[config.mk]
export PLATFORM = sky130hd
export DESIGN_NAME = cv32e40s_pc_check_multi
export DESIGN_NICKNAME = d
export VERILOG_FILES = /design/src/rtl/cv32e40s_pkg.sv /design/src/rtl/cv32e40s_pc_check_cf_chan.sv /design/src/rtl/cv32e40s_pc_check_multi.sv
export SDC_FILE = /design/constraint.sdc
export NUM_CORES = 1
export LEC_CHECK = 0
export ABC_AREA = 1
export BUFFER_PORTS_ARGS = -buffer_cell sky130_fd_sc_hd__clkbuf_2
export CAP_MARGIN = 10
export CORE_AREA = 2 2 191 193
export CTS_CLUSTER_DIAMETER = 80
export DETAILED_ROUTE_END_ITERATION = 10
export DIE_AREA = 0 0 193 195
export SYNTH_ARGS = -nofsm -noshare
export SYNTH_HDL_FRONTEND = slang
export SYNTH_HIERARCHICAL = 1
export SYNTH_SLANG_ARGS = --single-unit
[constraint.sdc]
create_clock -name clk -period 2.1 [get_ports clk]
set_input_delay 0.105 -clock clk [delete_from_list [all_inputs] [get_ports clk]]
set_output_delay 0.105 -clock clk [all_outputs]
set_load 0.03 [all_outputs]
[src/rtl/cv32e40s_pkg.sv]
// Shared types and constants for the PC hardening checker.
package cv32e40s_pkg;

  // Address-check FSM states
  typedef enum logic [1:0] {
    DISABLED = 2'd0,
    TGT_WAIT = 2'd1,
    SKIP     = 2'd2,
    SEQ      = 2'd3
  } pc_chk_state_e;

  // Bit positions inside err_cause_o
  localparam int PC_ERR_ADDR    = 0;
  localparam int PC_ERR_TAKEN   = 1;
  localparam int PC_ERR_UNTAKEN = 2;

  // PC that must follow the instruction in ID; dummies do not advance the PC
  function automatic logic [31:0] pc_seq_next(logic [31:0] pc, logic compressed, logic dummy);
    return pc + (dummy ? 32'd0 : (compressed ? 32'd2 : 32'd4));
  endfunction

endpackage

[src/rtl/cv32e40s_pc_check_cf_chan.sv]
// One control-flow decision channel: remembers that a taken PC change was
// issued and flags taken/untaken mismatches against the recomputed decision.
module cv32e40s_pc_check_cf_chan (
  input  logic clk,
  input  logic rst_n,
  input  logic set_i,
  input  logic done_i,
  input  logic kill_i,
  input  logic raw_i,
  input  logic vld_i,
  input  logic last_i,
  input  logic dec_i,
  output logic taken_err_o,
  output logic untaken_err_o
);

  logic taken_q, taken_d;

  // Clear wins over set so a kill in the same cycle never leaves a stale flag
  always_comb begin
    taken_d = taken_q;
    if (done_i || kill_i) taken_d = 1'b0;
    else if (set_i)       taken_d = 1'b1;
  end

  // Taken flag register
  always_ff @(posedge clk or negedge rst_n) begin
    if (!rst_n) taken_q <= 1'b0;
    else        taken_q <= taken_d;
  end

  assign taken_err_o   = taken_q & ~(raw_i & dec_i);
  assign untaken_err_o = ~taken_q & raw_i & vld_i & last_i & dec_i;

endmodule

[src/rtl/cv32e40s_pc_check_multi.sv]
// PC hardening checker: latches the expected target on pc_set, compares it for
// as long as the target sits in IF, checks sequential steps, cross-checks
// per-channel branch/jump decisions, and counts errors towards a sticky alert.
module cv32e40s_pc_check_multi
  import cv32e40s_pkg::*;
#(
  parameter int N_TGT     = 12,
  parameter int TGT_SEL_W = $clog2(N_TGT),
  parameter int N_CF      = 2,
  parameter int CNT_W     = 4,
  parameter int ALERT_THR = 1
) (
  input  logic                       clk,
  input  logic                       rst_n,
  input  logic                       if_valid_i,
  input  logic                       id_ready_i,
  input  logic                       prefetch_is_ptr_i,
  input  logic [31:0]                pc_if_i,
  input  logic [31:0]                id_pc_i,
  input  logic                       id_compressed_i,
  input  logic                       id_dummy_i,
  input  logic                       pc_set_i,
  input  logic [TGT_SEL_W-1:0]       pc_sel_i,
  input  logic [N_TGT-1:0][31:0]     tgt_addr_i,
  input  logic [N_TGT-1:0]           tgt_chk_en_i,
  input  logic [N_CF-1:0]            cf_set_i,
  input  logic [N_CF-1:0]            cf_done_i,
  input  logic [N_CF-1:0]            cf_kill_i,
  input  logic [N_CF-1:0]            cf_raw_i,
  input  logic [N_CF-1:0]            cf_vld_i,
  input  logic [N_CF-1:0]            cf_last_i,
  input  logic [N_CF-1:0]            cf_dec_i,
  output logic                       pc_err_o,
  output logic [2:0]                 err_cause_o,
  output logic [CNT_W-1:0]           err_cnt_o,
  output logic                       alert_major_o
);

  localparam int              N_SEL = 2**TGT_SEL_W;
  localparam logic [CNT_W-1:0] THR  = CNT_W'(ALERT_THR);

  pc_chk_state_e          state_q, state_d;
  logic [31:0]            exp_q, exp_d;
  logic                   seq_q, seq_d;
  logic                   pc_err_q, pc_err_d;
  logic [2:0]             cause_q, cause_d;
  logic [CNT_W-1:0]       cnt_q, cnt_d;
  logic                   alert_q, alert_d;

  logic [N_SEL-1:0]       chk_en_pad;
  logic [N_SEL-1:0][31:0] tgt_pad;
  logic [31:0]            seq_pc;
  logic                   hs;
  logic                   addr_err;
  logic [N_CF-1:0]        taken_err, untaken_err;

  // Pad the target tables to the full select range; unused selects read as unchecked
  always_comb begin
    chk_en_pad             = '0;
    tgt_pad                = '0;
    chk_en_pad[N_TGT-1:0]  = tgt_chk_en_i;
    tgt_pad[N_TGT-1:0]     = tgt_addr_i;
  end

  assign hs     = if_valid_i & id_ready_i;
  assign seq_pc = pc_seq_next(id_pc_i, id_compressed_i, id_dummy_i);

  // Address compare against the current (pre-pc_set) state
  always_comb begin
    addr_err = 1'b0;
    case (state_q)
      TGT_WAIT: addr_err = if_valid_i && (pc_if_i != exp_q);
      SEQ:      addr_err = seq_q && (pc_if_i != seq_pc);
      default:  addr_err = 1'b0;
    endcase
  end

  // FSM next state and expected-target latch; pc_set overrides everything
  always_comb begin
    state_d = state_q;
    exp_d   = exp_q;
    seq_d   = hs && !prefetch_is_ptr_i;
    if (pc_set_i) begin
      if (chk_en_pad[pc_sel_i]) begin
        exp_d   = tgt_pad[pc_sel_i] & 32'hFFFF_FFFE;
        state_d = TGT_WAIT;
      end else begin
        state_d = SKIP;
      end
    end else begin
      case (state_q)
        TGT_WAIT, SKIP: if (hs) state_d = SEQ;
        default:        state_d = state_q;
      endcase
    end
  end

  // Decision channels
  for (genvar c = 0; c < N_CF; c++) begin : g_cf
    cv32e40s_pc_check_cf_chan u_chan (
      .clk           (clk),
      .rst_n         (rst_n),
      .set_i         (cf_set_i[c]),
      .done_i        (cf_done_i[c]),
      .kill_i        (cf_kill_i[c]),
      .raw_i         (cf_raw_i[c]),
      .vld_i         (cf_vld_i[c]),
      .last_i        (cf_last_i[c]),
      .dec_i         (cf_dec_i[c]),
      .taken_err_o   (taken_err[c]),
      .untaken_err_o (untaken_err[c])
    );
  end

  // Error cause, saturating count and sticky alert
  always_comb begin
    cause_d                 = '0;
    cause_d[PC_ERR_ADDR]    = addr_err;
    cause_d[PC_ERR_TAKEN]   = (|taken_err)   && (state_q != DISABLED);
    cause_d[PC_ERR_UNTAKEN] = (|untaken_err) && (state_q != DISABLED);
    pc_err_d                = |cause_d;
    cnt_d                   = cnt_q;
    if (pc_err_d && (cnt_q != '1)) cnt_d = cnt_q + 1'b1;
    alert_d                 = alert_q | (cnt_d >= THR);
  end

  // State registers
  always_ff @(posedge clk or negedge rst_n) begin
    if (!rst_n) begin
      state_q  <= DISABLED;
      exp_q    <= '0;
      seq_q    <= 1'b0;
      pc_err_q <= 1'b0;
      cause_q  <= '0;
      cnt_q    <= '0;
      alert_q  <= 1'b0;
    end else begin
      state_q  <= state_d;
      exp_q    <= exp_d;
      seq_q    <= seq_d;
      pc_err_q <= pc_err_d;
      cause_q  <= cause_d;
      cnt_q    <= cnt_d;
      alert_q  <= alert_d;
    end
  end

  assign pc_err_o      = pc_err_q;
  assign err_cause_o   = cause_q;
  assign err_cnt_o     = cnt_q;
  assign alert_major_o = alert_q;

endmodule

Word-level counts from Yosys, hierarchy flattened
Index checks and enable logic that the tools add are counted.
{ "word_totals": {"ff_bits": 45, "in_bits": 486, "word_cells": 73} }
{ "classes": {"addsub": 2, "order_cmp": 2, "eq_ne": 6, "n_mux": 16, "bitwise": 18, "reduce_logical": 20} }
{ "op_table": {"columns": ["op", "count"], "rows": [
  ["binary-select mux 32 bit (select 4 bit)", 1],
  ["inequality test 32 bit", 2],
  ["adder 32 x 3 -> 32 bit", 1],
  ["2-to-1 mux 32 bit", 1],
  ["bitwise AND 1 bit", 13],
  ["nonzero test 2 bit", 5],
  ["2-to-1 mux 2 bit", 4],
  ["logical AND 1 bit", 6],
  ["2-to-1 mux 3 bit", 2],
  ["OR reduction 2 bit", 3],
  ["less-than comparator 4 x 5 -> 1 bit (second input constant)", 1],
  ["2-to-1 mux 1 bit", 5],
  ["adder 4 x 1 -> 4 bit (second input constant)", 1],
  ["binary-select mux 1 bit (select 4 bit)", 1],
  ["equality test 2 bit (second input constant)", 2],
  [">= comparator 4 x 1 -> 1 bit (second input constant)", 1],
  ["2-to-1 mux 4 bit", 1],
  ["inequality test 4 bit (second input constant)", 1],
  ["inverter 1 bit", 4],
  ["AND reduction 2 bit", 2],
  ["OR reduction 3 bit", 1],
  ["equality test 2 x 1 -> 1 bit (second input constant)", 1],
  ["logical OR 1 bit", 2],
  ["case mux 1 bit (2 select lines)", 1],
  ["other kinds (2)", 2]
]} }

Depth between registers and ports, before layout
{ "logic_depth": {"depth_word": 12, "mapped_depth": 24, "mapped_depth_nobuf": 24} }

By module
Netlist, hierarchy kept.
{ "modules_own_cells": {"columns": ["module", "n_inst", "cells_each", "area_each_um2"], "rows": [
  ["cv32e40s_pc_check_multi", 1, 1120, 6851.6],
  ["cv32e40s_pc_check_cf_chan", 2, 9, 65.1]
]} }

Least setup slack after synthesis
OpenSTA, ideal clock, no wires.
{ "synth_timing": {"path_type": "input -> register", "from": "input port id_compressed_i", "to": "register alert_q (netlist: alert_major_o)", "setup_time_ns": 0.124, "arrival_time_ns": 2.128, "path_slack_ns": -0.151, "cell_stages": 22, "n_path_buf": 0, "cell_sequence": "inv_1 -> nor2_1 -> ha_1 -> fa_1 -> nand2_2 -> nor2_8 -> nand2_4 -> nand2_1 -> nand2_1 -> nand2_1 -> nor2_1 -> nand2_1 -> nor2_1 -> nand2_1 -> nor2_2 -> nand3_2 -> nand2_2 -> nand3_4 -> nand3_1 -> nand2_2 -> nor2_2 -> nand3_2"} }
{ "synth_via": {"elab_chain_cells": 11} }
{ "synth_rtl": {"columns": ["element", "line", "source"], "rows": [
  ["start: declaration", "cv32e40s_pc_check_multi.sv:20", "input logic id_compressed_i,"],
  ["2-to-1 mux 3 bit (2 in series)", "cv32e40s_pkg.sv:19", "return pc + (dummy ? 32'd0 : (compressed ? 32'd2 : 32'd4));"],
  ["adder 32 x 3 -> 32 bit", "cv32e40s_pkg.sv:19", null],
  ["inequality test 32 bit", "cv32e40s_pc_check_multi.sv:73", "SEQ: addr_err = seq_q && (pc_if_i != seq_pc);"],
  ["logical AND 1 bit", "cv32e40s_pc_check_multi.sv:73", null],
  ["case mux 1 bit (2 select lines)", "cv32e40s_pc_check_multi.sv:71", "case (state_q)"],
  ["OR reduction 3 bit", "cv32e40s_pc_check_multi.sv:121", "pc_err_d = |cause_d;"],
  ["via pc_err_d", "cv32e40s_pc_check_multi.sv:45", "logic pc_err_q, pc_err_d;"],
  ["logical AND 1 bit", "cv32e40s_pc_check_multi.sv:123", "if (pc_err_d && (cnt_q != '1)) cnt_d = cnt_q + 1'b1;"],
  ["2-to-1 mux 4 bit", "cv32e40s_pc_check_multi.sv:123", null],
  ["via cnt_d[1]", "cv32e40s_pc_check_multi.sv:47", "logic [CNT_W-1:0] cnt_q, cnt_d;"],
  [">= comparator 4 x 1 -> 1 bit", "cv32e40s_pc_check_multi.sv:124", "alert_d = alert_q | (cnt_d >= THR);"],
  ["OR 1 bit", "cv32e40s_pc_check_multi.sv:124", null],
  ["via alert_d", "cv32e40s_pc_check_multi.sv:48", "logic alert_q, alert_d;"],
  ["end signal: assignment", "cv32e40s_pc_check_multi.sv:144", "alert_q <= alert_d;"],
  ["end: declaration", "cv32e40s_pc_check_multi.sv:48", null]
]} }
The timed path passes the listed nets, and every way through them passes these cells.
A chain may end at the register's enable or synchronous reset.

Final worst setup path
Ends and elaborated chain as after synthesis.

==> out/results.txt <==
DIE WIDTH: 193 µm
Setup crit end kind: flip-flop
Hold Path Depth: 3
grt ovf: 0
share of Yosys cell area claimed by the top area cell type: 16.1%
height of the die: 195 µm
total design power: 0.00451 W
total wire length: 40.3 mm
largest net degree at the start of global routing: 77
Cell Area, Synth: 0.00698 mm²
fin util: 29.9%
WL/cell: 19.3 µm
Crit Path Class: primary input to flip-flop
Sw Pwr: 0.00181 W
detailed-router iteration count before antenna repair: 5
Pleak: 5.33 nW
initial antenna violation count: 3
HP Start: id_ready_i
P&R area growth vs syn: 51.7%
Placement Setup Slack: -0.592 ns
CP required: 2.28 ns
crit path from: id_compressed_i
number of H-tree levels: 2
Via Count: 9,832
row cnt: 69
maximum vdd drop: 258 µV
DRC viols: 0
setup ws final: -0.231 ns
Synth warnings: 6
Root Buffer: clkbuf_16
I/O pin count: 495
GRT Util Overall: 20.6%
area leader, netlist: dfrtp_1
post-synthesis sequential area ratio: 16.1%
final worst-path cycle share: 111%
worst-margin pin slew: 0.592 ns
DIE AREA: 0.0376 mm²
initial core utilization: 19.7%
Placed Area: 0.0103 mm²
Syn Nets: 1,631
register bit total from synthesis: 45
pwr/cell area: 426 mW/mm²
unrepaired setup endpoints after global routing: yes
Clock Path Buffers: 2
Layout Nets: 2,113
DP HPWL: 35.1 mm
I/O Buffers: 482
vias in the first global route: 9,801
FF-to-FF Start: exp_q[6]
clock skew: 0.00564 ns
CTS tree: yes
Net Sw Frac: 40.2%
Flop pwr share: 27.9%
Comb power frac: 52.0%
top post-synthesis cells by area: dfrtp_1 (16%), nor2_1 (15%), nand2_1 (9.7%), o21ai_0 (7.2%), mux2i_1 (7.0%)
Final Hold Fails: 0
nature of the critical path startpoint: primary input
clk_lat worst skew: 0.29 ns
Final ANT Viol Nets: 0
Max-slew headroom: 60.5%
fin crit period: 2.33 ns
Synth Instances: 1,138
share of cells above drive strength 1: 38.8%
max-slew violations: 0
failing checks: setup timing
leading cell type in the layout, fill and taps excluded: clkbuf_2
Arr. time, crit path: 2.51 ns
Iter 0 DRT Violations: 536
routability cong.: 0.994
Final setup viols: 5
# clock sinks: 45
CTS buffer count: 5
vias per inst: 4.72
synthesized area per cell: 6.14 µm²
CP endpoint: alert_major_o
reg-to-reg slack, setup: 0.08 ns
RR Endpoint: alert_major_o
post-route cell area: 0.0106 mm²
Clock transition at path regs: 0.06 ns
Pint: 0.00270 W
outcome: finished with violations
HP Class: primary input to flip-flop
first-pass GRT wire length: 58.3 mm
CP Max Fanout: 5
most frequent cells in the layout: clkbuf_2 (479), nor2_1 (284), nand2_1 (175)
fmax: 429 MHz
post-synthesis cell type count: 38
Core Area: 0.0354 mm²
maxcap violations: 0
R2R depth: 11
part of the power in the clock network: 20.1%
[registers in the layout (all words and copies together) (netlist names)]
register             flops
state_q                  2
pc_err_o                 1
alert_major_o            1
err_cause_o              3
exp_q                   31
g_cf.u_chan/taken_q      2
err_cnt_o                4
seq_q                    1
[power groups by stage]
| stage | Clock [W] | Combinational, W | Sequential [W] |
|---|---|---|---|
| CTS | 0.000932 | 0.00235 | 0.00126 |
| detailed placement | 0 | 0.00230 | 0.00128 |
| global placement | 0 | 0.00228 | 0.00126 |
| floorplan | 0 | 0.00118 | 0.00129 |
| global route | 0.000972 | 0.00262 | 0.00129 |
| finish | 0.000906 | 0.00234 | 0.00126 |
[timing repair]
item	CTS	global route
gates resized for setup	4	10
endpoints found under the setup margin	5	7
setup buffers	2	0
pin swaps	3	12
hold buffers	2	0
hold endpoints to repair	46	0
[Yosys cell counts]
cell type and instances:
a31oi_1 30, xor2_1 32, inv_1 65, clkbuf_1 62, nand4_1 6, nor2_1 287, nor3_1 6, or2_2 9
buf_1 3, nor2_2 11, nor4_1 2, inv_2 5, mux2i_1 49, nor2_8 1, nor2b_1 2, o21ai_0 100
clkinv_1 2, fa_1 1, nand2_4 3, buf_2 10, ha_1 6, xnor2_1 17, dfrtp_1 45, nand3_2 7
a21oi_2 2, o32ai_1 47, o221ai_1 49, nand3_4 1, a22oi_1 1, nor2_4 5, o211ai_1 16, nand2_1 181
a21oi_1 3, a32o_1 3, nand3b_1 8, o21ai_2 1, nand3_1 47, nand2_2 13
[worst min path at each step]
stage | to
CTS | state_q[0]
finish | seq_q
detailed placement | err_cnt_o[3]
global placement | err_cnt_o[3]
floorplan | alert_major_o
global route | state_q[0]
[worst max-delay path, stage by stage]
cell and delay (ns):
buf_6 0.09, inv_2 0.03, nor2_1 0.03, ha_2 0.18
fa_2 0.59, nand2_1 0.05, nand2_1 0.07, nand3_2 0.08
nor2_2 0.11, nand2_1 0.06, nor2_1 0.08, nand2_1 0.06
nor2_2 0.08, nand2_1 0.08, nor2_2 0.12, nand3_2 0.12
nand2_2 0.10, nand3_4 0.11, nand3b_1 0.13, nand2_2 0.08
nor2_2 0.09, nand3_2 0.06
[stage by stage]
step | setup TNS (ns) | hold slack, ns | std cells
detailed placement | -2.82 | 0.240 | 2070
global route | -2.32 | 0.0240 | 2085
CTS | -0.933 | 0.0210 | 2082
global placement | -2.75 | 0.243 | 2070
finish | -0.761 | 0.0323 | 2085
floorplan | -0.102 | -0.191 | 1138
[layout make-up]
| class | count | area (µm²) |
|---|---|---|
| fillers | 3997 | 24800 |
| well taps | 461 | 577 |
| clock inverters | 2 | 38.8 |
| multi-input cells | 946 | 5340 |
| inverters | 72 | 273 |
| flip-flops and latches | 45 | 1130 |
| clock buffers | 6 | 129 |
| diodes | 3 | 7.51 |
| repair buffers | 550 | 3100 |
[logic make-up (layout without fill, tap and decap cells)]
kind of cell | after synthesis | in the layout | synth area share (%)
buffers and inverters | 147 | 630 | 8.08
other | 0 | 3 | 0
XOR/XNOR | 49 | 49 | 6.15
AND/OR/NAND/NOR | 589 | 589 | 36.5
adder cells (fa/ha/maj) | 7 | 7 | 1.36
AO/OA/AOI/OAI | 252 | 252 | 24.7
flip-flops | 45 | 45 | 16.1
multiplexers | 49 | 49 | 7.03
[layer usage]
metal	up-vias	GRT usage [%]	share of wire [%]
met2	321	35.9	49
met4	0	3.54	0.99
li1	4898	-	-
met1	4593	28.0	46
met3	20	1.62	4.4
met5	-	0	0
Note: power is estimated with default switching activity, not from simulation.
